## src/rtl/calc_pkg.sv

```systemverilog
// Shared widths, saturation limits and level weighting for the score/combo/life block.
package calc_pkg;

    localparam int LIFE_INIT = 3;
    localparam int COMBO_MAX = 255;
    localparam int SCORE_MAX = 65535;

    typedef logic [7:0]  combo_t;
    typedef logic [15:0] score_t;
    typedef logic [1:0]  life_t;

    // Each level doubles the points earned per streak step.
    function automatic logic [3:0] level_base(input logic [1:0] level);
        case (level)
            2'd0:    level_base = 4'd1;
            2'd1:    level_base = 4'd2;
            2'd2:    level_base = 4'd4;
            default: level_base = 4'd8;
        endcase
    endfunction

endpackage

```

## src/rtl/calc_sat_add.sv

```systemverilog
// Unsigned add of two W-bit values, clamped to MAX instead of wrapping.
module sat_add #(
    parameter int W   = 8,
    parameter int MAX = 255
) (
    input  logic [W-1:0] a,
    input  logic [W-1:0] b,
    output logic [W-1:0] y
);

    localparam logic [W:0] MAX_V = (W+1)'(MAX);

    logic [W:0] sum;

    always_comb begin
        sum = {1'b0, a} + {1'b0, b};
        y   = (sum > MAX_V) ? MAX_V[W-1:0] : sum[W-1:0];
    end

endmodule

```

## src/rtl/calc.sv

```systemverilog
// Round-result bookkeeping: combo streak, level-weighted score and remaining lives.
module calc #(
    parameter int LIFE_INIT = 3,
    parameter int COMBO_MAX = 255,
    parameter int SCORE_MAX = 65535
) (
    input  logic        clk,
    input  logic        reset,
    input  logic        en,
    input  logic        combo,
    input  logic [1:0]  level,
    input  logic        life,
    output logic [7:0]  o_combo,
    output logic [15:0] o_score,
    output logic [1:0]  o_life
);

    import calc_pkg::*;

    combo_t      combo_inc;
    score_t      score_sum;
    logic [10:0] term;
    logic        game_over;
    logic        act;

    assign game_over = (o_life == '0);
    assign act       = en && !game_over;

    sat_add #(.W(8), .MAX(COMBO_MAX)) u_combo_add (
        .a (o_combo),
        .b (8'd1),
        .y (combo_inc)
    );

    // Worst case 8 * 255 = 2040, so the 11-bit product never overflows.
    assign term = {7'd0, level_base(level)} * {3'd0, combo_inc};

    sat_add #(.W(16), .MAX(SCORE_MAX)) u_score_add (
        .a (o_score),
        .b ({5'd0, term}),
        .y (score_sum)
    );

    always_ff @(posedge clk) begin
        if (reset) begin
            o_combo <= '0;
            o_score <= '0;
            o_life  <= life_t'(LIFE_INIT);
        end else if (act) begin
            if (combo) begin
                o_combo <= combo_inc;
                o_score <= score_sum;
            end else begin
                o_combo <= '0;
            end
            if (!life)
                o_life <= o_life - 2'd1;
        end
    end

endmodule

```

## config.mk

```make
export PLATFORM = sky130hd
export DESIGN_NAME = calc
export DESIGN_NICKNAME = d
export VERILOG_FILES = /design/src/rtl/calc_pkg.sv /design/src/rtl/calc_sat_add.sv /design/src/rtl/calc.sv
export SDC_FILE = /design/constraint.sdc
export NUM_CORES = 1
export LEC_CHECK = 0
export BUFFER_PORTS_ARGS = -buffer_cell sky130_fd_sc_hd__buf_2
export CAP_MARGIN = 20
export CORE_ASPECT_RATIO = 1.5
export CORE_MARGIN = 2
export CORE_UTILIZATION = 50
export CTS_BUF_LIST = sky130_fd_sc_hd__clkbuf_4 sky130_fd_sc_hd__clkbuf_8
export DETAILED_ROUTE_END_ITERATION = 8
export PLACE_DENSITY_LB_ADDON = 0.15
export REMOVE_ABC_BUFFERS = 1
export SLEW_MARGIN = 10
export SYNTH_ARGS = -nofsm -noshare
export SYNTH_HDL_FRONTEND = slang
export SYNTH_SLANG_ARGS = --single-unit
```

## constraint.sdc

```tcl
create_clock -name clk -period 5.85 [get_ports clk]
set_clock_uncertainty 0.05 [all_clocks]
set_input_delay 0.2925 -clock clk [delete_from_list [all_inputs] [get_ports clk]]
set_output_delay 0.2925 -clock clk [all_outputs]
set_load 0.05 [all_outputs]
```

---- Yosys cells after proc, flatten, opt, wreduce, memory -nomap -nowiden ----
Cells that the tools add are included.
Widths: inputs -> output; s select.
word-level totals
  word-level logic and storage cells ...... 22
  bits in registers ....................... 26
  input bits .............................. 7
operators by class
  equal/unequal tests ..................... 2
  add/sub/neg operators ................... 3
  multiplexer cells ....................... 4
  $lt $le $gt $ge ......................... 2
  reduce and logical (&&, ||, !) cells .... 6
  $mul .................................... 1
  bitwise logic cells ..................... 1
operators with widths
  operator              number
  $add 16x11->17        1
  $gt 17x16->1 const B  1
  $mux 16               1
  $mux 8                2
  $pmux 4 s3            1
  $mul 4x8->11          1
  $add 8x1->9 const B   1
  $gt 9x8->1 const B    1
  $logic_not 2->1       2
  $reduce_and 2->1      2
  $eq 2x1->1 const B    1
  $eq 2x2->1 const B    1
  $sub 2x1->2 const B   1
  $logic_and 1x1->1     1
  $logic_not 1->1       1
  $not 1->1             1

---- Logic depth before layout (Yosys ltp) ----
  depth after elaboration ................. 7
  gate-level depth with buffers ........... 24

---- Modules after synthesis ----
Synthesis repeated with hierarchy kept, for this count alone.
unflattened totals
  cells, all modules ...................... 415
  area total of the unflattened synthesis .. 3,179.3 sq um
by module, submodules not included
  module                  cells each  area each (sq um)  instances
  calc                    229         1,876.8            1
  sat_add at u_score_add  138         924.6              1
  sat_add at u_combo_add  48          377.9              1

---- Worst setup path before layout ----
OpenSTA, ideal clock, no wires.
  path kind ............................... register -> register
  start point ............................. register o_combo[1]
  end point ............................... register o_score[0]
  setup time .............................. 0.067 ns
  buffers on the path ..................... 2
  data required time ...................... 5.733 ns
  stages on the path, launching flop included .. 25
  data arrival time ....................... 5.681 ns
  path slack .............................. 0.052 ns
  path through ............................ dfxtp_1 ha_1 nand4_2 nor2_2 nand3_1 buf_2 nand2_1 nand3_1 fa_1 inv_1 fa_1 fa_1 a21o_1 a21oi_1 o21ai_0 o41ai_1 xnor2_1 ha_1 nand2_1 nor2_1 nand2_1 o21ai_2 a41oi_2 buf_2 a21oi_2
between the ends
  longest elaborated chain between the ends .. 7
RTL lines
  what                    line                RTL
  from (decl)             calc.sv:13          output logic [7:0] o_combo,
  from (signal assigned)  calc.sv:51          o_combo <= combo_inc;
  $add 8x1->9 *           calc_sat_add.sv:16  sum = {1'b0, a} + {1'b0, b};
  $gt 9x8->1              calc_sat_add.sv:17  y = (sum > MAX_V) ? MAX_V[W-1:0] : sum[W-1:0];
  $mux 8 *                calc_sat_add.sv:17
  $mul 4x8->11 *          calc.sv:36          assign term = {7'd0, level_base(level)} * {3'd0, combo_inc};
  $add 16x11->17 *        calc_sat_add.sv:16
  $gt 17x16->1            calc_sat_add.sv:17
  $mux 16 *               calc_sat_add.sv:17
  to (signal assigned)    calc.sv:52          o_score <= score_sum;
  to (decl)               calc.sv:14          output logic [15:0] o_score,
Mark *: on every way between the ends. The rest lies on a longest branch, timed or not.
A chain may end at the register's enable or synchronous reset.

---- Worst setup path in the final report ----
  start point ............................. register o_combo[1]
  end point ............................... register o_score[5]
The elaborated chain is that of the path after synthesis.

==> results by group <==
Detailed routing
  – Residual DRC: 0
  – Met3 WL: roughly 160 um
  – Drt total wl: 6.25 mm
  – Uppermost layer routed: met4
  – DR pass1 iterations: 4
  – DRT antenna net count: 0
  – Average wire per standard cell: between 10 and 15 um
  – Vias: around 2.4k
  – WL met2: about 3.4 mm
  – Via density: roughly 5.6
  – Initial DRC Count: roughly 130
  – M1 WL: around 2.6 mm

CTS
  – Hold Buf Count CTS: 0
  – Cts bufs inserted: 3
  – Clock transition at path regs: roughly 100 ps
  – H-tree levels: 1
  – Later-pin clock latency in the skew report: roughly 280 ps
  – CTS tree: done
  – Clock tree buffer depth: 2
  – CTS Sinks: 26
  – Clk root buf: clkbuf_8

Cells and area
  – Synth-to-Final Area Change: 13.0%
  – Layout Nets: roughly 400
  – Layout cells sized above 1: 17.5%
  – Fin area: around 3000 sq um
  – ANT cells: 0
  – Post-Layout Cell Count: about 430

Critical path
  – Worst Path Arrival: approximately 5700 ps
  – Worst R2R Start: o_combo[1]
  – R2R depth: 23
  – Req. time, crit path: approximately 6000 ps
  – FF-to-FF setup slack: between 200 and 300 ps
  – CP Capture Type: flop
  – Setup CP Type: reg -> reg
  – CP max FO: 8
  – Startpoint Class: flop
  – Reg-to-Reg End: o_score[5]

Synth
  – Ranking of synthesized cells by area: dfxtp_1, ha_1, fa_1
  – Dominant synthesized flop cell: dfxtp_1
  – Leading area contributor after synthesis: dfxtp_1
  – Yosys warning total: 0
  – Number of cells produced by synthesis: between 300 and 400
  – Share of the synthesized area in the top cell type: between 10% and 20%
  – Post-synth EDFFs: 0
  – Sequential fraction of the synthesis area: slightly below 20%
  – Mapped Area: 2620 sq um
  – #FFs+latches synth: 26
  – Count of cell types in the netlist: 50
  – Post-Syn Area per Cell: 7.86 sq um
  – Post-synth ARST share: 0%

Floorplanning
  – Die H: between 90 and 100 um
  – Core ar.: approximately 5100 sq um
  – Die width: roughly 63 um
  – IO Count: 33
  – Starting density of the core: 51.5%
  – Row count: 32
  – Die outline area: between 5000 and 6000 sq um

Global route
  – Vias in the first global route: around 2.4k
  – Total GRT Usage: a little under a quarter
  – Grt ovf: 0
  – Largest net degree at the start of global routing: 16
  – Initial antenna violation count: 0
  – First-pass GRT wire length: between 10 and 15 mm

Job
  – Max_cap viols: 0

STA
  – Minimum clock period: between 5000 and 6000 ps
  – Final setup fails: 0
  – Total negative setup slack: 0 ps
  – WHS: 249 ps
  – Pins Over Slew Limit: 0
  – Actual slew at the worst max-slew pin: 630 ps
  – Slew HR: a little under three fifths
  – Max Freq: 180 MHz
  – Final worst-path cycle share: between 90% and 100%
  – Worst setup margin: 292 ps
  – Final hold vios: 0

Status
  – Status: completed

Placement
  – Post-DP Area: between 2000 and 3000 sq um
  – Gpl congestion: around 0.87
  – Post-Place Cells: about 420
  – Buffers on Ports: 32
  – Pre-CTS setup slack: around 110 ps
  – Post-DP HPWL: between 4 and 5 mm

Power
  – Power Dens Cells: between 150 and 200 nW/um^2
  – Leakage: approximately 1.4 nW
  – VDD IR max: ~130 uV

Hold path
  – Min-delay src: life
  – Worst hold stages: 3
  – Hold Crit Class: in -> reg
  – Hold endpoint: o_life[0]
==> flip-flops by register name, summed over array words and instances (netlist names) <==
register	flops
o_score	16
o_life	2
o_combo	8
==> cell families (layout without fill, tap and decap cells) <==
| logic type | Yosys count | count (layout) | share of synthesized area, % |
|---|---|---|---|
| flip-flops | 26 | 26 | 19.9 |
| adder cells (fa/ha/maj) | 41 | 41 | 23.3 |
| AND/OR/NAND/NOR | 112 | 112 | 20.9 |
| multiplexers | 1 | 1 | 0.383 |
| AO/OA/AOI/OAI | 87 | 87 | 21.0 |
| XOR/XNOR | 23 | 23 | 7.70 |
| buffers and inverters | 43 | 71 | 6.74 |
==> how the worst max path moves through the flow <==
stage | startpoint | endpoint | slack [ps] | cells after the start
2_1_floorplan | o_combo[0] | o_score[1] | -320 | 22
3_3_place_gp | o_combo[0] | o_score[10] | 240 | 23
3_5_place_dp | o_combo[0] | o_score[5] | 110 | 23
4_1_cts | o_combo[0] | o_score[5] | 50 | 23
5_1_grt | o_combo[1] | o_score[6] | -20 | 23
6_report | o_combo[1] | o_score[5] | 290 | 23
==> worst max-delay path: stages (launching register included) <==
cell and delay, ps:
dfxtp_1 350, ha_2 230, nand4_2 200, nor2_4 180, nand3_2 140, and2_1 210, or2_1 230, fa_1 480
inv_1 50, fa_1 520, ha_1 310, a21o_1 180, a21oi_1 240, o21ai_1 150, o41ai_2 240, xnor2_1 160
ha_1 290, a21oi_1 190, o21ai_0 120, a21oi_1 240, o21ai_2 110, a41oi_2 270, buf_4 220, a21oi_1 80
==> timing repair <==
item	CTS	global route
setup endpoints to repair	0	16
buffers inserted	0	3
resized for setup	0	9
==> area by class of cell <==
cell class	count	area (sq um)
clock buffer	3	41.3
clock inverter	1	30.0
fill	509	2130
inverter	27	101
multi-input combinational	264	1960
sequential	26	520
tap	68	85.1
timing repair buffer	40	220
==> per-stage QoR <==
step / utilization (%) / power [mW]
finish: 58.1 / 0.445
CTS: 56.9 / 0.449
global placement: 55.5 / 0.290
global route: 58.1 / 0.466
floorplan: - / 0.263
detailed placement: 55.5 / 0.291
==> per-layer routing <==
layer | up-vias | track usage [%]
li1 | 1210 | -
met1 | 1136 | 25.6
met2 | 53 | 43.8
met3 | 8 | 1.94
met4 | 0 | 7.22
met5 | - | 0
==> layout by cell type, fill, tap and decap left out, types with 2 or more instances in the layout <==
cell type | synthesis | layout
nand2b_1 | 7 | 7
nand3_1 | 12 | 11
a21oi_1 | 32 | 31
and3_1 | 4 | 4
xor2_1 | 9 | 9
and2_1 | 2 | 2
a31oi_1 | 4 | 4
and4_1 | 2 | 2
o21a_1 | 2 | 2
buf_4 | 2 | 8
o21ai_1 | 3 | 5
buf_2 | 6 | 32
dfxtp_1 | 26 | 26
a21oi_2 | 2 | 3
nor3_1 | 12 | 12
o21ai_2 | 2 | 2
fa_1 | 13 | 13
o21ai_0 | 18 | 16
a21o_1 | 6 | 6
o41ai_2 | 0 | 2
clkbuf_8 | 0 | 3
nor2_1 | 34 | 34
a211oi_1 | 3 | 3
nand2_1 | 23 | 23
or3_1 | 6 | 6
ha_1 | 28 | 27
nor2_2 | 3 | 2
inv_1 | 27 | 27
xnor2_1 | 14 | 14
==> power by group <==
| part | switching, mW | total [mW] | internal [mW] |
|---|---|---|---|
| clock network | 0.0655 | 0.157 | 0.0918 |
| logic | 0.0686 | 0.0982 | 0.0297 |
| registers | 0.00551 | 0.189 | 0.184 |
==> synthesized netlist by cell type, types with 3 or more instances <==
cell type,number
or3_1,6
nand2b_1,7
buf_2,6
nor2_2,3
a211oi_1,3
xor2_1,9
inv_1,27
dfxtp_1,26
a21o_1,6
o21ai_0,18
a31oi_1,4
ha_1,28
nor3_1,12
xnor2_1,14
and3_1,4
clkbuf_1,6
nand3_1,12
o41ai_1,3
fa_1,13
nor2_1,34
a21oi_1,32
nand2_1,23
o21ai_1,3
Note: power is estimated with default switching activity, not from simulation.
